$ cat src/rtl/siu_niu_mon_pkg.sv
// Shared types, field positions and parity helper for the SIU-to-NIU response packet monitor.
package siu_niu_mon_pkg;

  typedef enum logic [1:0] {
    IDLE = 2'd0,
    GAPW = 2'd1,
    PAY  = 2'd2
  } mon_state_e;

  localparam int unsigned RES_TYPE_W = 6;
  localparam int unsigned TAG_LSB    = 64;
  localparam int unsigned TAG_W      = 16;
  localparam int unsigned PAR_SLICE  = 16;

  // Expected parity bit for one 16-bit data slice.
  function automatic logic slice_par(input logic [PAR_SLICE-1:0] d, input logic odd);
    return (^d) ^ odd;
  endfunction

endpackage

$ cat src/rtl/siu_niu_mon_ch.sv
// Single-channel SIU-to-NIU packet monitor: header capture, payload tracking, counters, sticky errors.
// Parity checking is built only when SIU_NIU_MON_PAR_CHK_EN is defined.
module siu_niu_mon_ch
  import siu_niu_mon_pkg::*;
#(
  parameter int unsigned DATA_W  = 128,
  parameter int unsigned PAR_W   = DATA_W / 16,
  parameter int unsigned BEATS   = 4,
  parameter int unsigned GAP     = 1,
  parameter int unsigned PAR_ODD = 0,
  parameter int unsigned CNT_W   = 16
) (
  input  logic                  iol2clk,
  input  logic                  rst_l,
  input  logic                  mon_en,
  input  logic                  err_clr,
  input  logic                  hdr_vld,
  input  logic                  datareq,
  input  logic [DATA_W-1:0]     data,
  input  logic [PAR_W-1:0]      parity,
  output logic                  hdr_evt,
  output logic                  hdr_has_data,
  output logic [RES_TYPE_W-1:0] res_type,
  output logic [TAG_W-1:0]      tag_id,
  output logic                  pay_done,
  output logic                  par_err,
  output logic                  proto_err,
  output logic [CNT_W-1:0]      hdr_cnt,
  output logic [CNT_W-1:0]      pay_cnt
);

  localparam logic [3:0] LAST_BEAT = 4'(BEATS - 1);
  localparam logic [1:0] GAP_LD    = 2'(GAP);

  mon_state_e state;
  logic [3:0] beat_cnt;
  logic [1:0] gap_cnt;
  logic       par_bad_c;
  logic       proto_set_c;
  logic       par_set_c;

`ifdef SIU_NIU_MON_PAR_CHK_EN
  logic [PAR_W-1:0] par_exp_c;

  always_comb begin
    par_exp_c = '0;
    for (int i = 0; i < int'(PAR_W); i++) begin
      par_exp_c[i] = slice_par(data[i*PAR_SLICE +: PAR_SLICE], 1'(PAR_ODD));
    end
  end

  assign par_bad_c = (par_exp_c != parity);
`else
  logic unused_par;

  assign unused_par = ^{parity, data, 1'(PAR_ODD)};
  assign par_bad_c  = 1'b0;
`endif

  // Overlapping headers and stray datareq in IDLE are protocol violations.
  assign proto_set_c = ((state != IDLE) && hdr_vld) || ((state == IDLE) && datareq && !hdr_vld);
  assign par_set_c   = (state == PAY) && par_bad_c;

  always_ff @(posedge iol2clk or negedge rst_l) begin
    if (!rst_l) begin
      state        <= IDLE;
      beat_cnt     <= '0;
      gap_cnt      <= '0;
      hdr_evt      <= 1'b0;
      hdr_has_data <= 1'b0;
      res_type     <= '0;
      tag_id       <= '0;
      pay_done     <= 1'b0;
      par_err      <= 1'b0;
      proto_err    <= 1'b0;
      hdr_cnt      <= '0;
      pay_cnt      <= '0;
    end else begin
      hdr_evt  <= 1'b0;
      pay_done <= 1'b0;
      unique case (state)
        IDLE: begin
          if (mon_en && hdr_vld) begin
            hdr_evt      <= 1'b1;
            hdr_has_data <= datareq;
            res_type     <= data[DATA_W-1 -: RES_TYPE_W];
            tag_id       <= data[TAG_LSB +: TAG_W];
            hdr_cnt      <= (&hdr_cnt) ? hdr_cnt : hdr_cnt + CNT_W'(1);
            if (datareq) begin
              beat_cnt <= '0;
              gap_cnt  <= GAP_LD;
              state    <= (GAP == 0) ? PAY : GAPW;
            end
          end
        end
        GAPW: begin
          if (gap_cnt <= 2'd1) state <= PAY;
          else                 gap_cnt <= gap_cnt - 2'd1;
        end
        PAY: begin
          beat_cnt <= beat_cnt + 4'd1;
          if (beat_cnt == LAST_BEAT) begin
            state    <= IDLE;
            pay_done <= 1'b1;
            pay_cnt  <= (&pay_cnt) ? pay_cnt : pay_cnt + CNT_W'(1);
          end
        end
        default: state <= IDLE;
      endcase
      // A new error in the clear cycle wins over the clear.
      proto_err <= (proto_err & ~err_clr) | proto_set_c;
      par_err   <= (par_err & ~err_clr) | par_set_c;
    end
  end

endmodule

$ cat src/rtl/siu_niu_pkt_mon_mc.sv
// Multi-channel SIU-to-NIU outbound response packet monitor; one siu_niu_mon_ch per channel.
// Optional parity checking enabled by defining SIU_NIU_MON_PAR_CHK_EN.
module siu_niu_pkt_mon_mc
  import siu_niu_mon_pkg::*;
#(
  parameter int unsigned NUM_CH  = 1,
  parameter int unsigned DATA_W  = 128,
  parameter int unsigned PAR_W   = DATA_W / 16,
  parameter int unsigned BEATS   = 4,
  parameter int unsigned GAP     = 1,
  parameter int unsigned PAR_ODD = 0,
  parameter int unsigned CNT_W   = 16
) (
  input  logic                         iol2clk,
  input  logic                         rst_l,
  input  logic                         mon_en,
  input  logic                         err_clr,
  input  logic [NUM_CH-1:0]            sio_niu_hdr_vld,
  input  logic [NUM_CH-1:0]            sio_niu_datareq,
  input  logic [NUM_CH*DATA_W-1:0]     sio_niu_data,
  input  logic [NUM_CH*PAR_W-1:0]      sio_niu_parity,
  output logic [NUM_CH-1:0]            hdr_evt,
  output logic [NUM_CH-1:0]            hdr_has_data,
  output logic [NUM_CH*RES_TYPE_W-1:0] res_type,
  output logic [NUM_CH*TAG_W-1:0]      tag_id,
  output logic [NUM_CH-1:0]            pay_done,
  output logic [NUM_CH-1:0]            par_err,
  output logic [NUM_CH-1:0]            proto_err,
  output logic [NUM_CH*CNT_W-1:0]      hdr_cnt,
  output logic [NUM_CH*CNT_W-1:0]      pay_cnt
);

  for (genvar c = 0; c < int'(NUM_CH); c++) begin : g_ch
    siu_niu_mon_ch #(
      .DATA_W  (DATA_W),
      .PAR_W   (PAR_W),
      .BEATS   (BEATS),
      .GAP     (GAP),
      .PAR_ODD (PAR_ODD),
      .CNT_W   (CNT_W)
    ) u_ch (
      .iol2clk      (iol2clk),
      .rst_l        (rst_l),
      .mon_en       (mon_en),
      .err_clr      (err_clr),
      .hdr_vld      (sio_niu_hdr_vld[c]),
      .datareq      (sio_niu_datareq[c]),
      .data         (sio_niu_data[c*DATA_W +: DATA_W]),
      .parity       (sio_niu_parity[c*PAR_W +: PAR_W]),
      .hdr_evt      (hdr_evt[c]),
      .hdr_has_data (hdr_has_data[c]),
      .res_type     (res_type[c*RES_TYPE_W +: RES_TYPE_W]),
      .tag_id       (tag_id[c*TAG_W +: TAG_W]),
      .pay_done     (pay_done[c]),
      .par_err      (par_err[c]),
      .proto_err    (proto_err[c]),
      .hdr_cnt      (hdr_cnt[c*CNT_W +: CNT_W]),
      .pay_cnt      (pay_cnt[c*CNT_W +: CNT_W])
    );
  end

endmodule

$ cat config.mk
export PLATFORM = sky130hd
export DESIGN_NAME = siu_niu_pkt_mon_mc
export DESIGN_NICKNAME = d
export VERILOG_FILES = /design/src/rtl/siu_niu_mon_pkg.sv /design/src/rtl/siu_niu_mon_ch.sv /design/src/rtl/siu_niu_pkt_mon_mc.sv
export SDC_FILE = /design/constraint.sdc
export NUM_CORES = 1
export LEC_CHECK = 0
export CORE_MARGIN = 1.5
export CORE_UTILIZATION = 37
export CTS_BUF_LIST = sky130_fd_sc_hd__clkbuf_8
export DETAILED_ROUTE_END_ITERATION = 12
export PLACE_DENSITY_LB_ADDON = 0.12
export SETUP_SLACK_MARGIN = 0.4
export SYNTH_ARGS = -nofsm -noshare
export SYNTH_HDL_FRONTEND = slang
export SYNTH_HIERARCHICAL = 1
export SYNTH_SLANG_ARGS = --single-unit
$ cat constraint.sdc
create_clock -name iol2clk -period 1.96 [get_ports iol2clk]
set_input_delay 0.392 -clock iol2clk [delete_from_list [all_inputs] [get_ports iol2clk]]
set_output_delay 0.392 -clock iol2clk [all_outputs]
set_load 0.03 [all_outputs]
* Word level (Yosys, flattened, before mapping)
Cells that the tools add are included.
Word-level totals: bits in registers 67, output and inout port bits 59
Cells by class: add/subtract/negate cells 4, magnitude comparators 1, equal/unequal tests 8, mux-type cells 14, bitwise operators 6, reduce and logical (&&, ||, !) cells 18
Operators with widths (number):
- adder 16 x 1 -> 16 bit (second input constant) | 2
- AND reduction 16 bit | 2
- 2-to-1 mux 2 bit | 5
- AND reduction 3 bit | 3
- 2-to-1 mux 4 bit | 2
- inequality test 2 bit (second input constant) | 4
- one-hot mux 4 bit (2 select lines) | 1
- AND reduction 4 bit | 2
- one-hot mux 2 bit (3 select lines) | 1
- nonzero test 2 bit | 3
- adder 4 x 1 -> 4 bit (second input constant) | 1
- equality test 4 x 2 -> 1 bit (second input constant) | 1
- logical AND 1 bit | 4
- 2-to-1 mux 1 bit | 4
- one-hot mux 2 bit (2 select lines) | 1
- NOT 1 bit | 3
- AND 1 bit | 2
- equality test 2 x 1 -> 1 bit (second input constant) | 1
- equality test 2 bit (second input constant) | 1
- less-or-equal comparator 2 x 1 -> 1 bit (second input constant) | 1
- logical NOT 2 bit | 1
- inequality test 2 x 1 -> 1 bit (second input constant) | 1
- AND reduction 2 bit | 1
- subtractor 2 x 1 -> 2 bit (second input constant) | 1
- other kinds (3) | 3

* Logic depth before layout (Yosys ltp)
Gate-level depths: netlist of run 1.
word-level depth 5, mapped depth 7

* Worst setup path after synthesis of run 1
OpenSTA, ideal clock, no wires.
path type register to register, start reg g_ch[0].u_ch.pay_cnt[0], end reg g_ch[0].u_ch.pay_cnt[1], setup time 0.125 ns, arrival time 1.775 ns, data required time 1.835 ns, path slack 0.060 ns, cell stages (with the launch flop) 6, clock period less this slack 1.900 ns, cell sequence dfrtp_1 > ha_1 > nand4_1 > nor4_4 > nor2_2 > mux2_2
On the way: cells in the longest elaborated chain, start to end 3
Ends and longest elaborated chain:
- start: declaration | RTL line siu_niu_mon_ch.sv:29 | output logic [CNT_W-1:0] pay_cnt
- start signal: assignment | RTL line siu_niu_mon_ch.sv:105 | pay_cnt <= (&pay_cnt) ? pay_cnt : pay_cnt + CNT_W'(1);
- branches (longest 3 deep; another with adder 16 x 1 -> 16 bit)
Several ways; the timed one is not identified. A chain may end at the register's enable or synchronous reset.

* Worst setup path in the final report of run 1
start reg g_ch[0].u_ch.pay_cnt[8], end reg g_ch[0].u_ch.pay_cnt[5]
On the way: cells in the longest elaborated chain, start to end 3
Ends and longest elaborated chain (RTL line):
- AND reduction 16 bit | siu_niu_mon_ch.sv:105
- NOT 1 bit (no source line)
- AND reduction 3 bit (no source line)
Every way passes these cells.

==> flow_metrics.env, run 1 <==
export IMPL_result_of_the_run="complete, no violations"
export IMPL_worstPathMaxFanout=8
export IMPL_tritoncts_num_buffers=9
export IMPL_clock_tree_root_cell="sky130_fd_sc_hd__clkbuf_8"
export IMPL_grt_max_degree=21
export IMPL_cts_sinks=67
export IMPL_worst_setup_hold_path_clk_slew_ns=0.07
export IMPL_share_clk_of_total_power_pct=24.7
export IMPL_critical_path_required_ns=2.17
export IMPL_worst_slack_ns=0.339
export IMPL_finalCritPeriodShare_pct=82.7
export IMPL_normalized_max_slew_margin_pct=67.0
export IMPL_cp_start_kind="register"
export IMPL_placement_rows=32
export IMPL_finalSetupTns_ns=0
export IMPL_antennaDiodeCount=0
export IMPL_critical_path_arrival_ns=1.83
export IMPL_syn_inst=297
export IMPL_worstPathCellList="nand4_1 > nor4_4 > buf_4 > nor3_1 > xor2_1"
export IMPL_yosys_area_top_type="sky130_fd_sc_hd__dfrtp_1"
export IMPL_worst_r2r_path_depth=5
export IMPL_mean_routed_wirelength_per_cell_um=13.6
export IMPL_fin_nets=584
export IMPL_yosysSeqAreaShare_pct=55.1
export IMPL_die_h_um=93.7
export IMPL_worst_r2r_end="g_ch[0].u_ch/pay_cnt[5]$_DFFE_PN0P_"
export IMPL_ranking_of_synthesized_cells_by_area="sky130_fd_sc_hd__dfrtp_1 55%, sky130_fd_sc_hd__nand2_1 11%, sky130_fd_sc_hd__xnor2_1 3.2%"
export IMPL_crit_end="g_ch[0].u_ch/pay_cnt[5]$_DFFE_PN0P_"
export IMPL_worstSkewPairLatency_ns=0.33
export IMPL_sw_frac_of_total_pct=37.2
export IMPL_hold_path_class="register to register"
export IMPL_postSynthNetCount=443
export IMPL_synth_distinct_cells=46
export IMPL_fraction_of_layout_cells_with_a_size_suffix_above_1_pct=33.0
export IMPL_critical_path_class="register to register"
export IMPL_yosys_most_used_dff="sky130_fd_sc_hd__dfrtp_1"
export IMPL_synth_edff_count=0
export IMPL_cts_tree="done"
export IMPL_syn_to_final_growth_pct=58.3
export IMPL_detailroute_via_count=2601
export IMPL_netlist_area_um2=3040
export IMPL_place_hpwl_mm=4.87
export IMPL_die_outline_area_um2=8780
export IMPL_power_density_nw_per_um2=1150
export IMPL_first_global_vias=2559
export IMPL_max_cap_violations=0
export IMPL_crit_path_start="g_ch[0].u_ch/pay_cnt[8]$_DFFE_PN0P_"
export IMPL_utilization_pct=61.4
export IMPL_placedInstanceArea_um2=4180
export IMPL_first_pass_grt_wire_length_mm=12.0
export IMPL_asyncSetResetFlopFracSynth_pct=100
export IMPL_postRouteAntennaNets=0
export IMPL_hp_start="g_ch[0].u_ch/tag_id[11]$_DFFE_PN0P_"
export IMPL_rsz_0062_raised_after_global_routing="true"
export IMPL_cellLeakagePower_nw=2.36
export IMPL_setup_viol=0
export IMPL_synth_largest_type_area_fraction_pct=55.1
export IMPL_power_ir_vdd_worst_mv=0.570
export IMPL_initial_core_util_pct=38.8
export IMPL_worst_r2r_startpoint="g_ch[0].u_ch/pay_cnt[8]$_DFFE_PN0P_"
export IMPL_finalClockSkew_ns=0.0125
export IMPL_multi_input_comb_area_um2=1540
export IMPL_ys_warn_count=6
export IMPL_final_hold_viol_count=0
export IMPL_overflow=0
export IMPL_maxClockFrequency_mhz=617
export IMPL_place_ws_ns=-0.180
export IMPL_max_slew_violation_total_from_the_final_report=0
export IMPL_route_final_wire_length_mm=7.43
export IMPL_clock_tree_buffer_depth=2
export IMPL_power_switching_mw=2.06
export IMPL_final_period_minus_worst_setup_slack_ns=1.62
export IMPL_fin_area_um2=4820
export IMPL_postSynthRegisterBits=67
export IMPL_yosys_top_cells_count="91 x sky130_fd_sc_hd__nand2_1, 67 x sky130_fd_sc_hd__dfrtp_1, 14 x sky130_fd_sc_hd__nand3_1"
export IMPL_initial_antenna_violation_count=0
export IMPL_critPathCaptureType="register"
export IMPL_core_area_um2=7850
export IMPL_p_comb_share_pct=38.9
export IMPL_fp_dieW_um=93.7
export IMPL_cell_internal_pwr_mw=3.49
export IMPL_final_hold_worst_slack_ns=0.471
export IMPL_critPathSlowestCell="sky130_fd_sc_hd__dfrtp_2"
export IMPL_detailedRoute_firstIterationViolations=122
export IMPL_final_replace_weighted_congestion=0.771
export IMPL_power_frac_seq_pct=36.4
export IMPL_power_total_mw=5.55
export IMPL_synth_most_common_cell="sky130_fd_sc_hd__nand2_1"
export IMPL_instance_count_after_placement_with_tap_cells_included=494
export IMPL_buffer_ports_inserted=86
export IMPL_timing_worst_slew_pin_value_ns=0.493
export IMPL_boundaryPins=201
export IMPL_layout_area_seq_um2=1700
export IMPL_slowest_delay_ns=0.45
export IMPL_htreeDepth=3
export IMPL_reg2reg_setup_slack_ns=0.34
export IMPL_layout_filler_cells=709
export IMPL_routed_via_density=4.77
export IMPL_final_cells=545
export IMPL_syn_mean_instance_area_um2=10.2
export IMPL_first_pass_iters=4
export IMPL_drc_errors=0
export IMPL_grt_total_usage_pct=17.4
how the worst min path moves through the flow:
stage                                           end  slack, ns  cells after the start
6_report        g_ch[0].u_ch/tag_id[11]$_DFFE_PN0P_       0.47                      2
5_1_grt          g_ch[0].u_ch/tag_id[2]$_DFFE_PN0P_       0.49                      2
4_1_cts         g_ch[0].u_ch/tag_id[11]$_DFFE_PN0P_       0.47                      2
3_5_place_dp   g_ch[0].u_ch/res_type[3]$_DFFE_PN0P_       0.34                      1
3_3_place_gp   g_ch[0].u_ch/res_type[0]$_DFFE_PN0P_       0.34                      1
2_1_floorplan  g_ch[0].u_ch/beat_cnt[0]$_DFFE_PN0P_        0.1                      0
layout by cell type, fill, tap and decap left out, types with 7 or more instances in the layout:
cell,synthesis,layout
sky130_fd_sc_hd__clkdlybuf4s50_1,0,24
sky130_fd_sc_hd__clkdlybuf4s15_1,0,9
sky130_fd_sc_hd__buf_6,1,10
sky130_fd_sc_hd__dfrtp_1,67,49
sky130_fd_sc_hd__nand3_1,14,12
sky130_fd_sc_hd__nand4_1,8,8
sky130_fd_sc_hd__clkbuf_8,0,9
sky130_fd_sc_hd__dfrtp_2,0,18
sky130_fd_sc_hd__buf_4,0,40
sky130_fd_sc_hd__nor2_1,9,7
sky130_fd_sc_hd__xnor2_1,11,11
sky130_fd_sc_hd__dlygate4sd2_1,0,32
sky130_fd_sc_hd__xor2_1,11,11
sky130_fd_sc_hd__clkbuf_2,0,15
sky130_fd_sc_hd__nand2_1,91,89
per-layer routing:
metal  up-vias  track usage (%)  share of wire, %
met2        65             28.4                50
li1       1296                -                 -
met5         -                0                 0
met4         0             7.21               1.3
met1      1232             22.7                44
met3         8             3.16               5.3
worst max-delay path, delay by kind of cell (launching register included):
family	cells	cell delay [ns]
xor+xnor	1	0.15
buf+inv	1	0.20
flops	1	0.45
simple gates	3	0.70
final cells by class:
class | instances | area share (%)
Multi-Input combinational cell | 218 | 32.0
Inverter | 4 | 0.364
Clock buffer | 9 | 2.57
Tap cell | 102 | 2.65
Timing Repair Buffer | 138 | 24.7
Clock inverter | 7 | 2.42
Sequential cell | 67 | 35.3
logic make-up after synthesis:
kind of cell               share of synthesized area [%]
AOI/OAI and AO/OA                                   4.52
xor gates and xnor gates                            6.33
adders and majority gates                           1.64
buffers and inverters                               1.81
DFF                                                 55.1
muxes                                               2.88
and+or+nand+nor                                     27.7
state kept, by name (all words and copies together) (netlist names):
register / count
g_ch.u_ch/state: 2
g_ch.u_ch/beat_cnt: 4
g_ch.u_ch/hdr_has_data: 1
g_ch.u_ch/gap_cnt: 2
g_ch.u_ch/hdr_evt: 1
g_ch.u_ch/tag_id: 16
g_ch.u_ch/proto_err: 1
g_ch.u_ch/pay_done: 1
g_ch.u_ch/par_err: 1
g_ch.u_ch/pay_cnt: 16
g_ch.u_ch/hdr_cnt: 16
g_ch.u_ch/res_type: 6
power groups by stage:
stage	Combinational, mW	Sequential (mW)	Clock, mW
finish	2.16	2.02	1.37
CTS	2.08	2.02	1.41
global placement	2.04	2.05	0
global route	2.35	2.08	1.46
floorplan	0.519	2.67	0
detailed placement	2.06	2.07	0
repair_timing:
action	CTS	global route
resized for setup	106	53
setup buffers	25	9
hold endpoints to repair	12	0
hold buffers	1	0
pin swaps	9	17
setup endpoints to repair	105	62
Power figures use the tool's default switching activity.
==> inputs of run 2 (changes only) <==
Settings changed: CORE_UTILIZATION 37 to 33.
Clock period 1.96 ns to 1.4 ns, I/O delays scaled along.
==> run 2 against run 1 <==
The flow now finishes with violations (negative setup slack); worst setup slack worse by 0.57 ns; global-route usage is 0.61 points higher; core utilization is 6.6 points higher; design area rose by 25%; sequential share of layout area decreased by 6.9 points; critical path depth rose by 2; total power increased by 63%; clock power rose by 18%; first-iteration DRC count shrank 49%.
==> flow_metrics.env, run 2 (synthesis results as in run 1) <==
export IMPL_result_of_the_run="finished with violations"
export IMPL_failed_checks="negative setup slack"
export IMPL_initial_antenna_violation_count=0
export IMPL_worstPathCellList="clkdlybuf4s50_1 > nand4bb_4 > buf_8 > inv_4 > and4_1 > nand3_1 > mux2_2"
export IMPL_critical_path_class="primary input to register"
export IMPL_multi_input_comb_area_um2=1770
export IMPL_boundaryPins=201
export IMPL_first_pass_grt_wire_length_mm=13.9
export IMPL_layout_area_seq_um2=1710
export IMPL_cts_tree="done"
export IMPL_hold_path_class="primary input to async pin"
export IMPL_finalClockSkew_ns=0.00934
export IMPL_layout_filler_cells=676
export IMPL_final_period_minus_worst_setup_slack_ns=1.63
export IMPL_syn_to_final_growth_pct=97.6
export IMPL_die_h_um=99.0
export IMPL_power_density_nw_per_um2=1510
export IMPL_critical_path_required_ns=1.62
export IMPL_die_outline_area_um2=9810
export IMPL_worst_setup_hold_path_clk_slew_ns=0.08
export IMPL_postRouteAntennaNets=0
export IMPL_detailroute_via_count=2964
export IMPL_most_common_layout_cells="107 x sky130_fd_sc_hd__buf_6, 74 x sky130_fd_sc_hd__buf_4, 54 x sky130_fd_sc_hd__nand2_1, 44 x sky130_fd_sc_hd__dfrtp_1, 28 x sky130_fd_sc_hd__nand2_2"
export IMPL_placedInstanceArea_um2=4580
export IMPL_first_pass_iters=4
export IMPL_routed_via_density=4.70
export IMPL_htreeDepth=3
export IMPL_cts_sinks=67
export IMPL_power_total_mw=9.07
export IMPL_critPathCaptureType="register"
export IMPL_buffer_ports_inserted=86
export IMPL_worst_slack_ns=-0.235
export IMPL_placement_rows=34
export IMPL_detailedRoute_firstIterationViolations=62
export IMPL_power_ir_vdd_worst_mv=0.959
export IMPL_drc_errors=0
export IMPL_grt_total_usage_pct=18.0
export IMPL_fin_nets=663
export IMPL_final_replace_weighted_congestion=0.755
export IMPL_timing_worst_slew_pin_value_ns=0.334
export IMPL_cp_start_kind="primary input"
export IMPL_cellLeakagePower_nw=2.96
export IMPL_rsz_0062_raised_after_global_routing="true"
export IMPL_clock_tree_root_cell="sky130_fd_sc_hd__clkbuf_8"
export IMPL_worstSkewPairLatency_ns=0.34
export IMPL_normalized_max_slew_margin_pct=77.7
export IMPL_leading_cell_type_in_the_layout_fill_and_taps_excluded="sky130_fd_sc_hd__buf_6"
export IMPL_max_slew_violation_total_from_the_final_report=0
export IMPL_fraction_of_layout_cells_with_a_size_suffix_above_1_pct=61.5
export IMPL_place_ws_ns=-0.605
export IMPL_fp_dieW_um=99.0
export IMPL_cp_top_family="buffers and inverters"
export IMPL_finalSetupTns_ns=-8.65
export IMPL_setup_viol=65
export IMPL_worstPathBufferInverterCount=3
export IMPL_instance_count_after_placement_with_tap_cells_included=544
export IMPL_antennaDiodeCount=0
export IMPL_mean_routed_wirelength_per_cell_um=14.5
export IMPL_final_hold_viol_count=0
export IMPL_finalCritPeriodShare_pct=117
export IMPL_final_cells=630
export IMPL_critPathSlowestCell="sky130_fd_sc_hd__clkdlybuf4s50_1"
export IMPL_clock_tree_buffer_depth=2
export IMPL_max_cap_violations=0
export IMPL_grt_max_degree=38
export IMPL_worstPathMaxFanout=5
export IMPL_route_final_wire_length_mm=9.16
export IMPL_tritoncts_num_buffers=9
export IMPL_critical_path_arrival_ns=1.86
export IMPL_initial_core_util_pct=34.4
export IMPL_layout_top_registers="g_ch.u_ch/hdr_cnt: 16 flops, g_ch.u_ch/pay_cnt: 16 flops, g_ch.u_ch/tag_id: 16 flops"
export IMPL_maxClockFrequency_mhz=612
export IMPL_slowest_delay_ns=0.56
export IMPL_first_global_vias=2850
export IMPL_final_hold_worst_slack_ns=0.364
export IMPL_place_hpwl_mm=5.39
export IMPL_overflow=0
export IMPL_fin_area_um2=6010
export IMPL_utilization_pct=67.9
export IMPL_core_area_um2=8850
-- run 2: cell types whose count changed in the layout (fill, tap and decap cells not counted), sizes merged --
cell           delta
buf             +138
dlygate4sd2      -32
clkbuf           -14
clkdlybuf4s15    -14
bufinv            -2
clkinv            -2
inv               +2
clkdlybuf4s50     +1
clkinvlp          +1
dlymetal6s2s      +1
-- run 2: timing repair --
action / in CTS / in global routing
setup buffers: 26 / 42
gates cloned: 1 / 0
setup endpoints to repair: 125 / 125
pin swaps: 26 / 41
hold buffers: 1 / 0
resized for setup: 361 / 97
endpoints found under the hold margin: 9 / 0
-- run 2: final timing paths --
| kind | start | end | slack (ns) | depth (start not counted) |
|---|---|---|---|---|
| worst max-delay path | mon_en | g_ch[0].u_ch/hdr_cnt[6]$_DFFE_PN0P_ | -0.23 | 7 |
| worst min-delay path | rst_l | g_ch[0].u_ch/pay_done$_DFF_PN0_ | 0.36 | 2 |
| worst max register to register | g_ch[0].u_ch/state[1]$_DFFE_PN0P_ | g_ch[0].u_ch/hdr_cnt[6]$_DFFE_PN0P_ | -0.21 | 6 |
| worst min register to register | g_ch[0].u_ch/res_type[0]$_DFFE_PN0P_ | g_ch[0].u_ch/res_type[0]$_DFFE_PN0P_ | 0.50 | 2 |
| max in group asynchronous | rst_l | g_ch[0].u_ch/pay_cnt[12]$_DFFE_PN0P_ | 0.51 | 3 |
| min in group iol2clk | sio_niu_hdr_vld | g_ch[0].u_ch/proto_err$_DFF_PN0_ | 0.43 | 4 |
-- run 2: power breakdown --
group | total (mW) | leakage [nW] | internal (mW) | switching [mW]
clock | 1.61 | 0.101 | 0.856 | 0.758
sequential | 2.87 | 0.840 | 2.47 | 0.400
combinational | 4.59 | 2.02 | 2.41 | 2.17
total | 9.07 | 2.96 | 5.74 | 3.33
-- run 2: area by class of cell --
| cell class | instances | area share [%] |
|---|---|---|
| clock buffers | 10 | 2.29 |
| inverters | 4 | 0.291 |
| flip-flops and latches | 67 | 28.4 |
| multi-input cells | 218 | 29.4 |
| well taps | 108 | 2.25 |
| repair buffers | 217 | 36.4 |
| clock inverters | 6 | 0.957 |
-- run 2: per-layer routing --
layer | wire length [um] | track usage (%) | up-vias | part of all wire, %
met5 | 0 | 0 | - | 0
met4 | 132 | 6.37 | 0 | 1.4
met3 | 348 | 4.33 | 11 | 3.8
met2 | 4700 | 30.5 | 65 | 51
met1 | 3980 | 22.4 | 1431 | 43
li1 | - | - | 1457 | -
